--- src/rtl/rf_pkg.sv ---
// Shared regfile write-back types: address/data widths, typedefs and the write-back source enum.
package rf_pkg;

  localparam int RF_ADDR_W = 5;
  localparam int RF_DATA_W = 32;

  typedef logic [RF_ADDR_W-1:0] rf_addr_t;
  typedef logic [RF_DATA_W-1:0] rf_data_t;

  typedef enum logic {
    WB_EXEC = 1'b0,
    WB_LSU  = 1'b1
  } wb_src_e;

endpackage

--- src/rtl/rr_arb2.sv ---
// Two-input round-robin arbiter: one-hot grant, preference flips to the other side after every grant.
//   state   | meaning
//   WB_EXEC | req0 wins the next tie
//   WB_LSU  | req1 wins the next tie
module rr_arb2
  import rf_pkg::*;
(
  input  logic       clk,
  input  logic       rst,
  input  logic [1:0] valid_i,
  output logic [1:0] grant_o
);

  wb_src_e pref_q, pref_d;

  // No grants while reset is held, so nothing is acknowledged and then lost.
  always_comb begin
    grant_o = 2'b00;
    if (!rst) begin
      grant_o[0] = valid_i[0] & (~valid_i[1] | (pref_q == WB_EXEC));
      grant_o[1] = valid_i[1] & (~valid_i[0] | (pref_q == WB_LSU));
    end
  end

  always_comb begin
    pref_d = pref_q;
    if (grant_o[0]) begin
      pref_d = WB_LSU;
    end else if (grant_o[1]) begin
      pref_d = WB_EXEC;
    end
  end

  always_ff @(posedge clk or posedge rst) begin
    if (rst) begin
      pref_q <= WB_EXEC;
    end else begin
      pref_q <= pref_d;
    end
  end

endmodule

--- src/rtl/rf_wb_arbiter.sv ---
// Regfile write-port sharing between exec and LSU write-back, with a busy scoreboard for issue stalls.
// Optional RF_WB_BYPASS_EN: forward the in-flight write to source operands instead of stalling on them.
module rf_wb_arbiter
  import rf_pkg::*;
#(
  parameter int ADDR_WIDTH = RF_ADDR_W,
  parameter int DATA_WIDTH = RF_DATA_W
) (
  input  logic                  clk,
  input  logic                  rst,
  input  logic                  req0_valid,
  input  logic [ADDR_WIDTH-1:0] req0_rd,
  input  logic [DATA_WIDTH-1:0] req0_data,
  output logic                  req0_ready,
  input  logic                  req1_valid,
  input  logic [ADDR_WIDTH-1:0] req1_rd,
  input  logic [DATA_WIDTH-1:0] req1_data,
  output logic                  req1_ready,
  output logic                  rf_wen,
  output logic [ADDR_WIDTH-1:0] rf_rd,
  output logic [DATA_WIDTH-1:0] rf_wdata,
  input  logic                  issue_valid,
  input  logic                  issue_rd_en,
  input  logic [ADDR_WIDTH-1:0] issue_rd,
  input  logic                  rs1_en,
  input  logic [ADDR_WIDTH-1:0] rs1,
  input  logic                  rs2_en,
  input  logic [ADDR_WIDTH-1:0] rs2,
`ifdef RF_WB_BYPASS_EN
  output logic                  rs1_fwd,
  output logic [DATA_WIDTH-1:0] rs1_fwd_data,
  output logic                  rs2_fwd,
  output logic [DATA_WIDTH-1:0] rs2_fwd_data,
`endif
  output logic                  hazard
);

  localparam int NREG = 1 << ADDR_WIDTH;

  logic [1:0]            grant;
  wb_src_e               sel_src;
  logic [ADDR_WIDTH-1:0] sel_rd;
  logic [DATA_WIDTH-1:0] sel_data;

  logic                  rf_wen_q, rf_wen_d;
  logic [ADDR_WIDTH-1:0] rf_rd_q, rf_rd_d;
  logic [DATA_WIDTH-1:0] rf_wdata_q, rf_wdata_d;
  logic [NREG-1:0]       busy_q, busy_d;

  logic issue_fire;
  logic rs1_byp, rs2_byp;
  logic rs1_hz, rs2_hz, rd_hz;

  rr_arb2 u_arb (
    .clk     (clk),
    .rst     (rst),
    .valid_i ({req1_valid, req0_valid}),
    .grant_o (grant)
  );

  assign req0_ready = grant[0];
  assign req1_ready = grant[1];

  assign sel_src  = grant[1] ? WB_LSU : WB_EXEC;
  assign sel_rd   = (sel_src == WB_LSU) ? req1_rd   : req0_rd;
  assign sel_data = (sel_src == WB_LSU) ? req1_data : req0_data;

  // x0 writes are acknowledged but never reach the port.
  always_comb begin
    rf_wen_d   = (|grant) & (sel_rd != '0);
    rf_rd_d    = rf_rd_q;
    rf_wdata_d = rf_wdata_q;
    if (|grant) begin
      rf_rd_d    = sel_rd;
      rf_wdata_d = sel_data;
    end
  end

  assign issue_fire = issue_valid & issue_rd_en & ~hazard & (issue_rd != '0);

  // Set after clear: a new producer issued on the landing edge keeps the register busy.
  always_comb begin
    busy_d = busy_q;
    if (rf_wen_q) begin
      busy_d[rf_rd_q] = 1'b0;
    end
    if (issue_fire) begin
      busy_d[issue_rd] = 1'b1;
    end
  end

  always_ff @(posedge clk or posedge rst) begin
    if (rst) begin
      rf_wen_q   <= 1'b0;
      rf_rd_q    <= '0;
      rf_wdata_q <= '0;
      busy_q     <= '0;
    end else begin
      rf_wen_q   <= rf_wen_d;
      rf_rd_q    <= rf_rd_d;
      rf_wdata_q <= rf_wdata_d;
      busy_q     <= busy_d;
    end
  end

  assign rf_wen   = rf_wen_q;
  assign rf_rd    = rf_rd_q;
  assign rf_wdata = rf_wdata_q;

`ifdef RF_WB_BYPASS_EN
  assign rs1_byp      = rf_wen_q & (rs1 == rf_rd_q) & (rs1 != '0);
  assign rs2_byp      = rf_wen_q & (rs2 == rf_rd_q) & (rs2 != '0);
  assign rs1_fwd      = rs1_byp;
  assign rs2_fwd      = rs2_byp;
  assign rs1_fwd_data = rf_wdata_q;
  assign rs2_fwd_data = rf_wdata_q;
`else
  assign rs1_byp = 1'b0;
  assign rs2_byp = 1'b0;
`endif

  // WAW on issue_rd is never bypassed: the in-flight write still has to land first.
  assign rs1_hz = rs1_en & (rs1 != '0) & busy_q[rs1] & ~rs1_byp;
  assign rs2_hz = rs2_en & (rs2 != '0) & busy_q[rs2] & ~rs2_byp;
  assign rd_hz  = issue_rd_en & (issue_rd != '0) & busy_q[issue_rd];

  assign hazard = issue_valid & (rs1_hz | rs2_hz | rd_hz);

endmodule

--- config.mk ---
export PLATFORM = sky130hd
export DESIGN_NAME = rf_wb_arbiter
export DESIGN_NICKNAME = d
export VERILOG_FILES = /design/src/rtl/rf_pkg.sv /design/src/rtl/rr_arb2.sv /design/src/rtl/rf_wb_arbiter.sv
export SDC_FILE = /design/constraint.sdc
export NUM_CORES = 1
export LEC_CHECK = 0
export ABC_AREA = 1
export CAP_MARGIN = 10
export CELL_PAD_IN_SITES_DETAIL_PLACEMENT = 1
export CELL_PAD_IN_SITES_GLOBAL_PLACEMENT = 1
export CORE_MARGIN = 8
export CORE_UTILIZATION = 36
export CTS_BUF_LIST = sky130_fd_sc_hd__clkbuf_2
export DETAILED_ROUTE_END_ITERATION = 10
export GPL_TIMING_DRIVEN = 0
export PLACE_DENSITY = 0.86
export SETUP_SLACK_MARGIN = 0.4
export SYNTH_ARGS = -nofsm -noshare
export SYNTH_HDL_FRONTEND = slang
export SYNTH_HIERARCHICAL = 1
export SYNTH_SLANG_ARGS = --single-unit
--- constraint.sdc ---
create_clock -name clk -period 5.11 [get_ports clk]
set_clock_uncertainty 0.2 [all_clocks]
set_input_delay 1.022 -clock clk [delete_from_list [all_inputs] [get_ports clk]]
set_output_delay 1.022 -clock clk [all_outputs]
set_load 0.01 [all_outputs]
==> flow_summary.yaml <==
placement:
  place.gp.congestion: 0.885
  hpwlAfterDp_mm: 14.7
  portBuffers: 134
  place_area_mm2: 0.00601
route:
  avgViaCountPerCell: 5.10
  dr.pass1.iters: 5
  drt_wl_total_mm: 18.2
  wl_per_cell_um: 18.2
  drc: 0
  dr_total_vias: 5097
  drtIter0Drc: 258
  ant_nets: 0
clocking:
  cts.sinks: 71
  clock-root-buffer: "clkbuf_2"
  cts_tree: "yes"
  cts.clk_slew.worst_paths_ns: 0.18
  cts_resized: 0
  cts_made_buffers: 9
  ctsHoldBuffers: 0
  postCtsSetupRepairBufs: 0
  cts-htree-levels: 3
  cts.path.max_buffers: 2
  clock_latency_ns: 0.52
critical_path:
  path_max_fanout: 5
  cp.required_ns: 3.89
  worstPathArrival_ns: 3.37
  rr_worst_depth: 7
  start_kind: "primary input"
  worstSetupPathType: "primary input to output pin"
  cp-end-kind: "output pin"
yosys:
  synthDominantCellAreaShare_pct: 39.9
  ys_warn_count: 6
  synth_seq_cells: 71
  seq_area_frac_synth_pct: 39.9
  synth_top_area_cell: "dfrtp_1"
  ys_types: 26
  syn-num-nets: 779
  avgSynthCellArea_um2: 6.53
  synthTopCellsByArea: "dfrtp_1, nand2_1, nand3_1"
  synth_area_mm2: 0.00445
  syn_inst: 682
pwr:
  ir_drop_mv: 0.128
  leakagePower_uw: 0.00285
  p_per_area_mw_per_mm2: 330
  fin_total_pwr_uw: 2020
final_layout:
  final_nets: 924
  syn_to_final_growth_pct: 37.4
  drive_gt1_share_pct: 6.01
  diodes: 0
  fin_area_mm2: 0.00612
global_route:
  grt_pass1_wl_mm: 29.5
  grt_max_degree: 71
  antenna_found_initial: 0
  top_usage_layer: "met2"
  grt_use_met2_pct: 40.1
  grt_overflow: 0
  grt_use_met1_pct: 26.6
  gr-usage-met3_pct: 5.70
  grt_pass1_vias: 5607
  track_usage_pct: 22.9
sta:
  timing.fmax_mhz: 218
  setup_viol: 0
  rsz0062_at_grt: "false"
  fin_crit_sh_pct: 89.8
  slew_viol_final: 0
  tightest_slew_ns: 0.882
  fin_tns_setup_ns: 0
  period_needed_ns: 4.59
  holdWs_ns: 0.312
  maxSlewHeadroom_pct: 41.2
  finalHoldViolCount: 0
die:
  die_w_um: 127
  core.rowCount: 40
  die_y_um: 127
  top_level_ports: 138
  dieArea_mm2: 0.0162
  core-area_mm2: 0.0121
  start_util_pct: 36.9
flow_run:
  max_cap_viol_count: 0
min_path:
  holdPathStages: 2
  min_path_type: "register to register"
status:
  status: "finished clean"
## cells in the mapped netlist
master,count
inv_2,4
a31oi_1,1
buf_2,7
and3_1,2
o21ai_1,7
buf_4,1
o21ai_0,48
o211ai_1,1
nor3_1,9
nand4_1,1
nor2_4,1
buf_6,7
nor2_1,43
buf_1,4
mux2i_1,5
nand3_1,110
nand3_2,1
a21oi_1,5
clkbuf_1,12
a21boi_0,1
a21oi_2,1
nand2_1,281
clkinv_1,1
dfrtp_1,71
inv_1,47
nand2_2,11
## placed cells by master (no fill, tap or decap), types with 2 or more instances in the layout
| cell type | instances |
|---|---|
| nor2_1 | 43 |
| clkbuf_2 | 10 |
| buf_2 | 7 |
| inv_1 | 46 |
| buf_1 | 4 |
| nand2_2 | 11 |
| clkinv_2 | 3 |
| mux2i_1 | 5 |
| inv_2 | 4 |
| o21ai_1 | 7 |
| and3_1 | 2 |
| o21ai_0 | 48 |
| a21oi_1 | 5 |
| clkdlybuf4s50_1 | 134 |
| nor3_1 | 9 |
| dfrtp_1 | 71 |
| clkbuf_1 | 12 |
| nand2_1 | 281 |
| buf_6 | 7 |
| nand3_1 | 110 |
## critical path, cell delays in order
cell and delay [ns]:
clkdlybuf4s50_1 0.55, inv_1 0.11, nor3_1 0.52, nand2_1 0.14, nand2_1 0.09, nor2_1 0.04
nand2_1 0.08, nand2_1 0.08, nand3_2 0.11, nand2_1 0.06, inv_1 0.05, clkdlybuf4s50_1 0.52
## worst paths after layout
| path | end | slack, ns | from |
|---|---|---|---|
| max in group asynchronous | rf_wdata[4]$_DFFE_PP0P_ | 3.28 | rst |
| min reg2reg | rf_wdata[0]$_DFFE_PP0P_ | 0.31 | rf_wdata[0]$_DFFE_PP0P_ |
| min in group asynchronous | u_arb/pref_q$_DFFE_PP0P_ | 0.54 | rst |
| max reg2reg | rf_wdata[24]$_DFFE_PP0P_ | 2.81 | u_arb/pref_q$_DFFE_PP0P_ |
| max | hazard | 0.52 | issue_rd[3] |
| min | rf_wdata[0]$_DFFE_PP0P_ | 0.31 | rf_wdata[0]$_DFFE_PP0P_ |
## sequential cells by signal, indices dropped and copies added, names as in the netlist
name          count
rf_wdata         32
busy_q           32
rf_wen            1
u_arb/pref_q      1
rf_rd             5
## metrics by stage
| step | std cells | worst slack, ns | util [%] |
|---|---|---|---|
| after global routing | 1000 | 0.418 | 50.7 |
| after floorplan | 682 | 1.90 | - |
| final | 1000 | 0.523 | 50.7 |
| after global placement | 984 | 0.648 | 49.8 |
| after detailed placement | 984 | 0.605 | 49.8 |
| after CTS | 1000 | 0.594 | 50.7 |
## cell type report
class / count / area (um2)
fill: 1581 / 5940
multi-input combinational: 528 / 2300
inverter: 52 / 198
timing repair buffer: 134 / 1340
tap: 168 / 210
clock inverter: 6 / 61.3
buffer: 31 / 181
sequential: 71 / 1780
clock buffer: 10 / 50.0
## power breakdown
group          leakage, uW  internal (uW)  switching (uW)  total (uW)
clock network    0.0000717            113             208         321
registers         0.000827            728             194         923
logic              0.00195            348             430         778
total              0.00285           1190             832        2020
## cell families after synthesis
kind of cell / share of synthesized area [%]
and+or+nand+nor: 43.1
buffers and inverters: 8.45
DFF: 39.9
AOI/OAI and AO/OA: 7.42
muxes: 1.12
## per-layer routing
metal  share of wire (%)  wire [um]
met1                  42       7640
met2                  50       9020
met3                 6.2       1130
met4                 2.3        423
met5                   0          0
(Power assumes the default switching activity.)
